===== config.mk =====
export PLATFORM = sky130hd
export DESIGN_NAME = gerador_codigo
export DESIGN_NICKNAME = d
export VERILOG_FILES = /design/src/rtl/gerador_codigo.sv
export SDC_FILE = /design/constraint.sdc
export NUM_CORES = 1
export LEC_CHECK = 0
export CORE_AREA = 8 8 45 47
export CTS_CLUSTER_SIZE = 16
export DETAILED_ROUTE_END_ITERATION = 8
export DIE_AREA = 0 0 53 55
export PLACE_DENSITY = 0.77
export SLEW_MARGIN = 0
export SYNTH_ARGS = -nofsm -noshare
export SYNTH_HDL_FRONTEND = slang
export SYNTH_SLANG_ARGS = --single-unit

===== constraint.sdc =====
create_clock -name clk -period 5.2 [get_ports clk]
set_clock_uncertainty 0.05 [all_clocks]
set_input_delay 0.52 -clock clk [delete_from_list [all_inputs] [get_ports clk]]
set_output_delay 0.52 -clock clk [all_outputs]
set_load 0.01 [all_outputs]

===== src/rtl/gerador_codigo.sv =====
// Prescaled up/down code sequencer feeding the seven-segment decoder input.
// Codes run 0..MAX with wrap-around; synchronous load clamps to MAX and beats a pending step.
module gerador_codigo #(
  parameter int DIV = 4,
  parameter int MAX = 31
) (
  input  logic       clk,
  input  logic       rst,
  input  logic       habilita,
  input  logic       direcao,
  input  logic       carrega,
  input  logic [0:4] valor_carga,
  output logic [0:4] codigo,
  output logic       passo,
  output logic       volta,
  output logic       ativo
);

  localparam int PW = (DIV > 1) ? $clog2(DIV) : 1;
  localparam logic [PW-1:0] ULTIMO = PW'(DIV - 1);
  localparam logic [PW-1:0] UM     = PW'(1);
  localparam logic [4:0]    TOPO   = 5'(MAX);

  typedef enum logic {PARADO, CONTANDO} estado_t;

  estado_t       estado, estado_next;
  logic [PW-1:0] presc, presc_next;
  logic [4:0]    cod, cod_next, carga;
  logic          passo_next, volta_next;

  // Bit 0 of the [0:4] ports is the MSB, so a plain assignment keeps the numeric value.
  assign carga  = valor_carga;
  assign codigo = cod;

  // NOTE: sequential state uses non-blocking assignments so every register samples pre-edge values.
  always_ff @(posedge clk or posedge rst) begin
    if (rst) begin
      estado <= PARADO;
      presc  <= '0;
      cod    <= '0;
      passo  <= 1'b0;
      volta  <= 1'b0;
    end else begin
      estado <= estado_next;
      presc  <= presc_next;
      cod    <= cod_next;
      passo  <= passo_next;
      volta  <= volta_next;
    end
  end

  // NOTE: every variable gets a default first so no path through the block infers a latch.
  always_comb begin
    estado_next = estado;
    presc_next  = presc;
    cod_next    = cod;
    passo_next  = 1'b0;
    volta_next  = 1'b0;
    if (carrega) begin
      cod_next    = (carga > TOPO) ? TOPO : carga;
      presc_next  = '0;
      estado_next = habilita ? CONTANDO : PARADO;
    end else if (habilita) begin
      estado_next = CONTANDO;
      if (estado == CONTANDO) begin
        if (presc == ULTIMO) begin
          presc_next = '0;
          passo_next = 1'b1;
          if (direcao) begin
            if (cod == 5'd0) begin
              cod_next   = TOPO;
              volta_next = 1'b1;
            end else begin
              cod_next = cod - 5'd1;
            end
          end else begin
            if (cod == TOPO) begin
              cod_next   = 5'd0;
              volta_next = 1'b1;
            end else begin
              cod_next = cod + 5'd1;
            end
          end
        end else begin
          presc_next = presc + UM;
        end
      end
    end else begin
      estado_next = PARADO;
      presc_next  = '0;
    end
  end

  always_comb begin
    ativo = (estado == CONTANDO);
  end

endmodule


==> results.toml <==
[critical_path]
critPathMaxStageDelay_ns = 0.45
crit_family = "simple AND/OR/NAND/NOR gates"
critical_path.n_buffers_inverters = 0
timing.critical_path.arrival_ns = 2.20
critical-path-top-cell-by-count = "ha_1"
timing.critical_path.required_ns = 5.32
worst_setup_path_start_kind = "flop"
critPathKind = "flop to flop"
timing.critical_path.fanout_max = 8
setup.worst_path.end_class = "flop"
timing.critical_path.cells = "ha_1 > and3_1 > ha_1 > or3b_1 > a211oi_1 > a21oi_1 > o21ai_0"
slowest_stage = "dfrtp_1"

[placed_design]
place.port_buffers = 17
gpl.final_weighted_congestion = 0.779
detailed_place.area_um2 = 795
detailedPlacementHpwl_mm = 1.11
post-place-ws_ns = 3.14

[global_routing]
globalRouteTotalUtil = 0.102
grt_pass1_wl_mm = 2.23
gr-total-overflow = 0
grt_max_degree = 14
antenna_found_initial = 0
first_global_vias = 535

[timing]
drv_slew = 0
post-route-period-util = 0.400
maxSlewHeadroom = 0.693
min_period_ns = 2.08
hold-worst-slack_ns = 0.483
grt_setup_unrepaired = "false"
tns_ns = 0
timing_worst_slew_pin_value_ns = 0.449
setup_viol = 0
timing.fmax_ghz = 0.481
final_hold_viol_count = 0
layout_setup_ws_ns = 3.12

[floorplan]
placementRows = 14
start_util = 0.439
die_h_um = 55
dieWidth_um = 53
ioPinCount = 18
fp.coreArea_um2 = 1380
floorplan.die_area_um2 = 2920

[logic_synthesis]
post_synth_inst_count = 66
synthDistinctLibCells = 27
post_synth.cell_area_avg_um2 = 9.21
ys_seq_area_frac = 0.412
postSynth.asyncResetShare = 1.00
post_synth_instance_area_um2 = 608
synth-main-ff-cell = "dfrtp_1"
synth_nets = 80
synth-edff-count = 0
synth-seq-cells = 10
synth_warnings = 0

[power_and_ir_drop]
clockPowerShare = 0.274
worst_ir_drop_vdd_uv = 152
cellLeakagePower_uw = 0.000361
share_comb_of_total_power = 0.229
power.switching_fraction = 0.272
netSwitchingPower_uw = 49.7
pwr_density_cell_nw_per_um2 = 224
power.sequential.fraction = 0.497
power.total_uw = 183
cell_internal_pwr_uw = 133

[drt]
count_of_routing_violations_after_the_opening_detailed_route_iteration = 6
detailroute.via_count = 554
avgViaCountPerCell = 5.49
drt.antenna.violating_nets = 0
drt_drc_violations_left = 0
drt-wirelength-per-cell_um = 13.9
total_routed_wirelength_mm = 1.40
drtPass1Iterations = 4

[clock_network]
clock_sinks = 10
number_of_buffers_created_by_cts = 3
clock_transition_at_the_register_clock_pins_on_the_worst_setup_and_hold_paths_after_cts_ns = 0.06
post_cts.resized_instances = 0
cts_tree = "built"
post_cts.repair.setup_buffers = 0
worst_skew_pair.late_latency_ns = 0.26
cts_hold_buffers = 0
cts_max_path_buffers = 2
clock_tree.htree_level_count = 1
cell_chosen_for_the_clock_root = "clkbuf_4"

[final_layout]
finish.net_count = 101
fin_area_um2 = 817
sequential_cell_area_um2 = 250
layout.cells.most_common = "clkdlybuf4s50_1"
area_of_the_multi_input_gates_um2 = 339
fill_cells = 132
antenna_cells = 0
most-common-layout-cells = "clkdlybuf4s50_1 (17), dfrtp_1 (10), nor2_1 (7)"
areaGrowthSynthToFinish_pct = 34.4
drive_gt1_frac = 0.0588

[hold_path]
min_path_type = "flop to flop"

[run_status]
status = "finished, final reports clean"

[flow_run]
max_cap_violations = 0
power groups by stage:
| stage | Sequential, uW | Clock, uW | Combinational [uW] |
|---|---|---|---|
| detailed placement | 92.3 | 0 | 42.2 |
| CTS | 90.8 | 53.3 | 42.4 |
| floorplan | 92.5 | 0 | 20.2 |
| finish | 90.8 | 50.0 | 41.9 |
| global placement | 91.7 | 0 | 41.2 |
| global route | 91.7 | 57.3 | 46.3 |
worst min-delay path: cells and delay by family (launching register included):
| family | cells | cell delay (ns) |
|---|---|---|
| flops | 1 | 0.34 |
| mux | 1 | 0.07 |
| simple gates | 1 | 0.08 |
cells in the mapped netlist (2+ instances only):
| library cell | count | area, um^2 |
|---|---|---|
| dfrtp_1 | 10 | 250 |
| nor2_1 | 7 | 26.3 |
| nand2_1 | 6 | 22.5 |
| a21oi_1 | 4 | 20.0 |
| ha_1 | 4 | 50.1 |
| inv_1 | 4 | 15.0 |
| o21ai_0 | 4 | 20.0 |
| xnor2_1 | 3 | 26.3 |
| a2111oi_0 | 2 | 17.5 |
| and3_1 | 2 | 12.5 |
| nand3_1 | 2 | 10.0 |
| nor3b_2 | 2 | 25.0 |
| o31ai_1 | 2 | 15.0 |
flip-flops by register name, summed over array words and instances (netlist names):
register,flops
passo,1
ativo,1
volta,1
presc,2
codigo,5
through the flow:
step,util,instances
floorplan,-,66
global placement,0.574,98
detailed placement,0.574,98
CTS,0.590,101
global route,0.590,101
finish,0.590,101
routing by layer:
| layer | track usage | vias to the layer above | wire, um |
|---|---|---|---|
| met5 | 0 | - | 0 |
| met4 | 0.0776 | 0 | 36 |
| met3 | 0.0214 | 5 | 83 |
| met2 | 0.164 | 14 | 640 |
| met1 | 0.116 | 257 | 639 |
| li1 | - | 278 | - |
cells by family (layout without fill, tap and decap cells):
family,count (synthesis),after routing,share of synthesized area
AND/OR/NAND/NOR,25,25,0.228
AO/OA/AOI/OAI,18,18,0.187
flip-flops,10,10,0.412
buffers and inverters,5,24,0.0309
adder cells (fa/ha/maj),4,4,0.0823
XOR/XNOR,3,3,0.0432
multiplexers,1,1,0.0165
cell type report:
cell class,instances,area share
clock buffers,3,0.0276
inverters,4,0.0184
multi-input cells,51,0.415
flip-flops and latches,10,0.306
well taps,16,0.0245
repair buffers,17,0.208
worst paths after layout:
path / to / depth (start not counted) / slack (ns) / start
min in group asynchronous: presc[1] / 2 / 0.49 / rst
setup / recovery: codigo[2] / 7 / 3.12 / codigo[4]
max in group asynchronous: codigo[3] / 2 / 4.34 / rst
setup reg to reg: codigo[2] / 7 / 3.12 / codigo[4]
hold / removal: presc[1] / 2 / 0.48 / presc[1]
hold reg to reg: presc[1] / 2 / 0.48 / presc[1]
Power figures use the tool's default switching activity.
